File: src/rtl/spi_pkg.sv
// Shared types and constants for the SPI mode-0 target.
package spi_pkg;

  localparam int FRAME_BITS = 8;
  localparam logic [FRAME_BITS-1:0] DEFAULT_IDLE_BYTE = 8'h00;

  typedef enum logic {
    IDLE,
    SHIFT
  } spiState_e;

endpackage

File: src/rtl/spi_sync.sv
// Multi-stage synchronizer for one asynchronous pin, with registered
// single-cycle rise/fall pulses taken from the last two stages.
module spi_sync #(
  parameter int   STAGES    = 2,
  parameter logic RESET_VAL = 1'b0
) (
  input  logic clk_i,
  input  logic rst_i,
  input  logic d_i,
  output logic q_o,
  output logic rise_o,
  output logic fall_o
);

  logic [STAGES-1:0] chain_q;
  logic              rise_q;
  logic              fall_q;

  // Edge pulses are built from the two oldest stages, so a pulse is valid
  // on the same edge the synchronized level changes.
  always_ff @(posedge clk_i or posedge rst_i) begin
    if (rst_i) begin
      chain_q <= {STAGES{RESET_VAL}};
      rise_q  <= 1'b0;
      fall_q  <= 1'b0;
    end else begin
      chain_q <= {chain_q[STAGES-2:0], d_i};
      rise_q  <= chain_q[STAGES-2] & ~chain_q[STAGES-1];
      fall_q  <= ~chain_q[STAGES-2] & chain_q[STAGES-1];
    end
  end

  assign q_o    = chain_q[STAGES-1];
  assign rise_o = rise_q;
  assign fall_o = fall_q;

endmodule

File: src/rtl/spi_slave.sv
// SPI mode-0 target: oversamples sck/mosi/cs_n in the clki domain and offers
// a one-byte TX holding register and an RX data register with valid/ack.
module spi_slave
  import spi_pkg::*;
#(
  parameter int                    SYNC_STAGES = 2,
  parameter logic [FRAME_BITS-1:0] IDLE_BYTE   = DEFAULT_IDLE_BYTE
) (
  input  logic                  clki,
  input  logic                  rst,
  input  logic                  sck,
  input  logic                  mosi,
  input  logic                  cs_n,
  output logic                  miso,
  output logic                  miso_oe,
  input  logic [FRAME_BITS-1:0] tx_data,
  input  logic                  tx_load,
  output logic                  tx_ready,
  output logic [FRAME_BITS-1:0] rx_data,
  output logic                  rx_valid,
  input  logic                  rx_ack,
  output logic                  rx_overrun
);

  localparam int CNT_W = $clog2(FRAME_BITS);
  localparam logic [CNT_W-1:0] LAST_BIT = CNT_W'(FRAME_BITS - 1);

  logic sckRise, sckFall, csRise, csFall, mosiSync;
  logic unusedSckLevel, unusedCsLevel, unusedMosiRise, unusedMosiFall;

  spi_sync #(.STAGES(SYNC_STAGES), .RESET_VAL(1'b0)) sckSync (
    .clk_i  (clki),
    .rst_i  (rst),
    .d_i    (sck),
    .q_o    (unusedSckLevel),
    .rise_o (sckRise),
    .fall_o (sckFall)
  );

  spi_sync #(.STAGES(SYNC_STAGES), .RESET_VAL(1'b1)) csSync (
    .clk_i  (clki),
    .rst_i  (rst),
    .d_i    (cs_n),
    .q_o    (unusedCsLevel),
    .rise_o (csRise),
    .fall_o (csFall)
  );

  spi_sync #(.STAGES(SYNC_STAGES), .RESET_VAL(1'b0)) mosiSyncInst (
    .clk_i  (clki),
    .rst_i  (rst),
    .d_i    (mosi),
    .q_o    (mosiSync),
    .rise_o (unusedMosiRise),
    .fall_o (unusedMosiFall)
  );

  spiState_e             state_q;
  logic [CNT_W-1:0]      bitCnt_q;
  logic [FRAME_BITS-1:0] shiftTx_q;
  logic [FRAME_BITS-1:0] shiftRx_q;
  logic [FRAME_BITS-1:0] txBuf_q;
  logic                  txFull_q;
  logic [FRAME_BITS-1:0] rxData_q;
  logic                  rxValid_q;
  logic                  rxOverrun_q;
  logic                  miso_q;
  logic                  misoOe_q;

  logic [FRAME_BITS-1:0] txNext_d;
  logic [FRAME_BITS-1:0] rxByte_d;

  assign txNext_d = txFull_q ? txBuf_q : IDLE_BYTE;
  assign rxByte_d = {shiftRx_q[FRAME_BITS-2:0], mosiSync};

  // Load and reload are mutually exclusive on txFull_q, so a load that lands
  // on a reload from an empty buffer is simply held for the next frame.
  always_ff @(posedge clki or posedge rst) begin
    if (rst) begin
      state_q     <= IDLE;
      bitCnt_q    <= '0;
      shiftTx_q   <= '0;
      shiftRx_q   <= '0;
      txBuf_q     <= '0;
      txFull_q    <= 1'b0;
      rxData_q    <= '0;
      rxValid_q   <= 1'b0;
      rxOverrun_q <= 1'b0;
      miso_q      <= 1'b0;
      misoOe_q    <= 1'b0;
    end else begin
      if (rx_ack) begin
        rxValid_q   <= 1'b0;
        rxOverrun_q <= 1'b0;
      end
      if (tx_load && !txFull_q) begin
        txBuf_q  <= tx_data;
        txFull_q <= 1'b1;
      end
      case (state_q)
        IDLE: begin
          if (csFall) begin
            state_q   <= SHIFT;
            shiftTx_q <= txNext_d;
            miso_q    <= txNext_d[FRAME_BITS-1];
            misoOe_q  <= 1'b1;
            bitCnt_q  <= '0;
            if (txFull_q) txFull_q <= 1'b0;
          end
        end
        SHIFT: begin
          if (csRise) begin
            state_q   <= IDLE;
            bitCnt_q  <= '0;
            shiftRx_q <= '0;
            misoOe_q  <= 1'b0;
            miso_q    <= 1'b0;
          end else if (sckRise) begin
            shiftRx_q <= rxByte_d;
            bitCnt_q  <= bitCnt_q + 1'b1;
            if (bitCnt_q == LAST_BIT) begin
              bitCnt_q <= '0;
              // Without a same-cycle ack an unread byte wins over the new one.
              if (rxValid_q && !rx_ack) begin
                rxOverrun_q <= 1'b1;
              end else begin
                rxData_q  <= rxByte_d;
                rxValid_q <= 1'b1;
              end
            end
          end else if (sckFall) begin
            if (bitCnt_q != '0) begin
              shiftTx_q <= {shiftTx_q[FRAME_BITS-2:0], 1'b0};
              miso_q    <= shiftTx_q[FRAME_BITS-2];
            end else begin
              shiftTx_q <= txNext_d;
              miso_q    <= txNext_d[FRAME_BITS-1];
              if (txFull_q) txFull_q <= 1'b0;
            end
          end
        end
        default: state_q <= IDLE;
      endcase
    end
  end

  assign miso       = miso_q;
  assign miso_oe    = misoOe_q;
  assign tx_ready   = ~txFull_q;
  assign rx_data    = rxData_q;
  assign rx_valid   = rxValid_q;
  assign rx_overrun = rxOverrun_q;

endmodule

File: config.mk
export PLATFORM = sky130hd
export DESIGN_NAME = spi_slave
export DESIGN_NICKNAME = d
export VERILOG_FILES = /design/src/rtl/spi_pkg.sv /design/src/rtl/spi_sync.sv /design/src/rtl/spi_slave.sv
export SDC_FILE = /design/constraint.sdc
export NUM_CORES = 1
export LEC_CHECK = 0
export BUFFER_PORTS_ARGS = -buffer_cell sky130_fd_sc_hd__buf_2
export CAP_MARGIN = 10
export CORE_ASPECT_RATIO = 1.2
export CORE_MARGIN = 2
export CORE_UTILIZATION = 55
export DETAILED_ROUTE_END_ITERATION = 10
export GPL_TIMING_DRIVEN = 0
export PLACE_DENSITY = 0.77
export SLEW_MARGIN = 20
export SYNTH_ARGS = -nofsm -noshare
export SYNTH_HDL_FRONTEND = slang
export SYNTH_SLANG_ARGS = --single-unit
File: constraint.sdc
create_clock -name clki -period 2 [get_ports clki]
set_input_delay 0 -clock clki [delete_from_list [all_inputs] [get_ports clki]]
set_output_delay 0 -clock clki [all_outputs]
set_load 0.005 [all_outputs]
==> results of run 1 <==
==> power breakdown <==
group | leakage (nW) | switching [mW] | total (mW) | internal [mW]
sequential | 0.619 | 0.133 | 1.34 | 1.21
clock | 0.0542 | 0.311 | 0.624 | 0.313
combinational | 0.565 | 0.311 | 0.651 | 0.340
==> routing by layer <==
| metal | part of all wire | up-vias | track usage |
|---|---|---|---|
| met5 | 0 | - | 0 |
| met4 | 0.017 | 0 | 0.0790 |
| met3 | 0.037 | 8 | 0.0596 |
| met2 | 0.51 | 36 | 0.343 |
| met1 | 0.44 | 698 | 0.242 |
| li1 | - | 682 | - |
==> logic make-up after synthesis <==
kind of cell,after synthesis,synth area share
flops,49,0.592
buf+inv,18,0.0494
mux,18,0.0988
compound gates,32,0.113
simple gates,47,0.123
fa+ha+maj,4,0.0241
==> cell type report <==
class                      instances  area (um2)  share of cell area
timing repair buffer              41         285               0.113
clock buffer                       7        96.3              0.0381
tap                               52        65.1              0.0257
multi-input combinational        101         746               0.295
buffer                            13        85.1              0.0336
sequential                        49        1230               0.486
inverter                           5        18.8             0.00742
clock inverter                     1        5.00             0.00198
==> stage by stage <==
step / instance area [um2] / hold slack (ns)
after floorplan: 2080 / 0.00448
after global placement: 2280 / 0.107
final: 2530 / 0.232
after CTS: 2530 / 0.246
after detailed placement: 2300 / 0.0181
after global routing: 2530 / 0.284
==> layout by cell type (no fill, tap or decap), types with 2 or more instances in the layout <==
cell type and count:
dfrtp_1 47, buf_2 28, mux2_2 16, dlygate4sd3_1 13, nand2_1 11, a22o_1 8
nor2b_1 7, a31oi_1 7, nand3_1 7, a21o_1 7, nor3_1 7, clkbuf_8 7
clkbuf_1 6, nand2b_1 5, buf_6 4, nor2_1 4, inv_1 4, ha_1 4
a21oi_1 2, o22ai_1 2, a32o_1 2, dfstp_2 2
==> final timing paths <==
path,slack [ns],cells after the start,endpoint,startpoint
max,0.23,7,miso,bitCnt_q[0]
min in group clki,0.34,2,sckSync.chain_q[0],sck
max in group asynchronous,1.19,4,csSync.chain_q[0],rst
max reg2reg,0.23,7,miso,bitCnt_q[0]
min reg2reg,0.36,0,mosiSyncInst.chain_q[1],mosiSyncInst.chain_q[0]
min,0.23,3,mosiSyncInst.chain_q[1],rst
==> state kept, by name, summed over array words and instances, names as in the netlist, 2 cells and up <==
signal	cells
sckSync.chain_q	2
shiftTx_q	7
txBuf_q	8
bitCnt_q	3
csSync.chain_q	2
mosiSyncInst.chain_q	2
rx_data	8
shiftRx_q	7
==> critical path, stage by stage, from the launching register on <==
cell	delay (ns)
dfrtp_1	0.40
inv_1	0.06
ha_1	0.20
nand2b_1	0.07
clkbuf_1	0.28
clkbuf_2	0.28
nand3b_1	0.10
a32o_1	0.27
==> timing repair <==
item | CTS | global route
hold buffers | 13 | 0
setup endpoints to repair | 0 | 2
hold endpoints to repair | 32 | 0
gates resized for setup | 0 | 2
==> key figures, run 1 <==
Status
  • Status: finished, final reports clean

Detailed routing
  • Drt pass-1 iters: 4
  • WL per Instance: 13.6 um
  • ANT nets after route: 0
  • Starting DRC count in detailed routing: 23
  • Post-detailed-routing wire length: 3660 um
  • Vias post-DR: 1424
  • Vias per inst: 5.29
  • DRC: 0

Critical path
  • CP Class: register to register
  • CP max FO: 10
  • Critical path startpoint category: register
  • Arr. time, crit path: 1.96 ns
  • Worst EP required: 2.19 ns
  • Crit end category: register

STA
  • Final setup viols: 0
  • Fmax: 0.566 GHz
  • Post-layout min period: 1.77 ns
  • Worst-margin pin slew: 0.429 ns
  • Final Max Slew Viols: 0
  • Fin. Hold Viols: 0
  • Rel. slew slack: 0.714
  • Final setup margin: 0.233 ns
  • Final period utilization: 0.884
  • Fin Setup TNS: 0 ns
  • RSZ-0062 raised after global routing: false
  • Skew final: 0.00869 ns

CTS
  • Clock sinks: 49
  • Worst-path clk slew: 0.09 ns
  • Setup bufs post-CTS: 0
  • Worst skew pair latency: 0.30 ns
  • CTS H-tree depth: 2
  • CTS tree: yes
  • Num CTS Buffers: 5
  • CTS Root Cell: clkbuf_8
  • CTS max path bufs: 2

Synth
  • Mapped Cells: 168
  • Synthesized net count: 187
  • Syn_area_per_cell: 12.4 um2
  • Unique masters post-synth: 33
  • Top-count cell post-synth: dfrtp_1
  • Post-synth top area share: 0.566
  • Number of synthesized flops with an enable pin: 0
  • Largest cells by area after synthesis: dfrtp_1 (57%), mux2_2 (8.7%), a22o_1 (3.4%)
  • Async SR Flop Fraction: 1.00
  • Top post-synthesis cells by count: dfrtp_1 (47), mux2_2 (16), nand2_1 (11)
  • Yosys warns: 0
  • Synthesis-stage register bit count: 49
  • Seq/Total Area, Yosys: 0.592
  • Ys flop type: dfrtp_1
  • Mapped Area: 2080 um2
  • Synth area leader: dfrtp_1

Pwr
  • Pwr dens: 1030 nW/um2
  • Static Leak: 1.24 nW
  • Peak supply drop: 778 uV
  • Tot Pwr: 2.61 mW

Finish
  • Final cell count without fillers: 269
  • NumNets Final: 235
  • N_diodes: 0
  • Area delta synth->final: 21.8%
  • Filler cells: 263
  • Final core utilization: 0.696
  • Share of cells above drive strength 1: 0.300

Floorplan
  • Initial Util: 0.572
  • Die width: 60.1 um
  • Die Span Y: 71.3 um
  • IO Pins: 28
  • Area of the core: 3630 um2
  • Die area: 4290 um2
  • Num rows: 24

Placed design
  • RD Place Congestion: 0.743
  • Dpl hpwl: 2460 um
  • Port Buffers: 27
  • Cells after DPL: 248
  • Dpl ws: 0.168 ns

Global route
  • Global-route wire length before repair: 6560 um
  • Global Route Usage Sum: 0.204
  • Initial antenna violation count: 0
  • Vias in the first global route: 1505
  • GRT overflow: 0
  • Largest net degree at the start of global routing: 31

Worst hold path
  • Hold WC Path Type: input port to async pin

Flow run
  • Number of max-cap violations: 0
Power figures use the tool's default switching activity.
==> run 2, diff against run 1 <==
- CORE_MARGIN: 2 -> 1.5
- MAX_ROUTING_LAYER: default -> met4
==> key figures, run 2 (synthesis results as in run 1) <==
Critical path
  • CP Class: register to register
  • Family with the most delay on the worst path: buffers and inverters
  • Critical-path top delay cell: dfrtp_1
  • Critical path startpoint category: register
  • Crit end category: register
  • WP buf/inv: 3
  • Worst EP required: 2.19 ns
  • Worst-path cell chain: inv_1 -> ha_1 -> nand2b_1 -> clkbuf_1 -> clkbuf_2 -> a21oi_1 -> mux2_4
  • Arr. time, crit path: 1.94 ns
  • CP max FO: 10
  • Slowest stage delay, CP: 0.41 ns

STA
  • WHS: 0.243 ns
  • RSZ-0062 raised after global routing: false
  • Post-layout min period: 1.74 ns
  • Fin Setup TNS: 0 ns
  • Final period utilization: 0.872
  • Skew final: 0.00595 ns
  • Rel. slew slack: 0.707
  • Fin. Hold Viols: 0
  • Final setup viols: 0
  • Final Max Slew Viols: 0
  • Fmax: 0.574 GHz
  • Worst-margin pin slew: 0.439 ns

Placed design
  • Dpl hpwl: 2520 um
  • Port Buffers: 27
  • RD Place Congestion: 0.748
  • Cells after DPL: 248

Global route
  • Vias in the first global route: 1366
  • Initial antenna violation count: 0
  • Global-route wire length before repair: 6220 um
  • Global Route Usage Sum: 0.204
  • Largest net degree at the start of global routing: 31
  • GRT overflow: 0

Detailed routing
  • Vias per inst: 5.21
  • Post-detailed-routing wire length: 3650 um
  • WL per Instance: 13.6 um
  • Drt pass-1 iters: 4
  • Vias post-DR: 1402
  • DRC: 0
  • ANT nets after route: 0
  • Starting DRC count in detailed routing: 65

CTS
  • CTS Root Cell: clkbuf_8
  • CTS tree: yes
  • Setup bufs post-CTS: 0
  • CTS H-tree depth: 2
  • Num CTS Buffers: 5
  • Worst-path clk slew: 0.09 ns
  • CTS max path bufs: 2
  • Clock sinks: 49
  • Worst skew pair latency: 0.30 ns

Finish
  • Filler cells: 249
  • Area occupied by multi-input gates: 746 um2
  • NumNets Final: 235
  • Most frequent cells in the layout: dfrtp_1 (47), buf_2 (28), mux2_2 (16), dlygate4sd3_1 (13), nand2_1 (11)
  • Share of cells above drive strength 1: 0.300
  • Most common cell after layout, fill and taps aside: dfrtp_1
  • Final cell count without fillers: 269
  • Register Area: 1230 um2
  • N_diodes: 0
  • Area delta synth->final: 22.7%
  • Final core utilization: 0.701

Pwr
  • Peak supply drop: 668 uV
  • Tot Pwr: 2.71 mW
  • Pwr dens: 1060 nW/um2
  • Static Leak: 1.24 nW

Worst hold path
  • Hold WC Path Type: input port to async pin

Floorplan
  • Area of the core: 3630 um2
  • Die Span Y: 70.3 um
  • Die area: 4160 um2
  • IO Pins: 28
  • Die width: 59.1 um
  • Num rows: 24
  • Initial Util: 0.572

Flow run
  • Number of max-cap violations: 0

Status
  • Status: finished, final reports clean
[run 2: what timing repair did]
item,in CTS,in global routing
hold buffers,13,0
hold endpoints to repair,32,0
endpoints found under the setup margin,0,2
resized for setup,0,2
[run 2: per-stage QoR]
| stage | worst slack (ns) | area [um2] |
|---|---|---|
| after floorplan | 0.403 | 2080 |
| after global placement | 0.216 | 2280 |
| after detailed placement | 0.162 | 2300 |
| after CTS | 0.149 | 2550 |
| after global routing | 0.107 | 2550 |
| final | 0.257 | 2550 |
[run 2: layout make-up]
cell class                 count  share of cell area
clock buffer                   6              0.0324
sequential                    49               0.482
timing repair buffer          41               0.112
clock inverter                 2              0.0147
inverter                       5             0.00736
tap                           52              0.0255
buffer                        13              0.0334
multi-input combinational    101               0.293
[run 2: worst reg2reg max path, stage by stage (launching register included)]
cell and delay, ns:
dfrtp_1 0.41, inv_1 0.06, ha_1 0.19, nand2b_1 0.07, clkbuf_1 0.26, clkbuf_2 0.28, a21oi_1 0.10, mux2_4 0.27
[run 2: routing by layer]
metal / global-route usage / vias up / routed length, um
met4: 0.0657 / 0 / 52
met1: 0.247 / 679 / 1630
met5: - / - / 0
met3: 0.0463 / 5 / 103
met2: 0.333 / 32 / 1860
li1: - / 686 / -
[run 2: path summary, 6_finish.rpt]
path / from / endpoint / slack (ns) / cells past startpoint
setup / recovery: bitCnt_q[0] / shiftTx_q[0] / 0.26 / 7
hold / removal: rst / mosiSyncInst.chain_q[1] / 0.24 / 3
setup reg to reg: bitCnt_q[0] / shiftTx_q[0] / 0.26 / 7
hold reg to reg: mosiSyncInst.chain_q[0] / mosiSyncInst.chain_q[1] / 0.36 / 0
max in group asynchronous: rst / csSync.chain_q[0] / 1.19 / 4
min in group clki: mosi / mosiSyncInst.chain_q[0] / 0.33 / 2
[run 2: where the power goes]
part / switching [mW] / leakage [nW] / internal [mW] / total [mW]
clock: 0.322 / 0.0574 / 0.406 / 0.728
combinational: 0.308 / 0.565 / 0.340 / 0.648
sequential: 0.133 / 0.619 / 1.21 / 1.34
total: 0.763 / 1.24 / 1.95 / 2.71
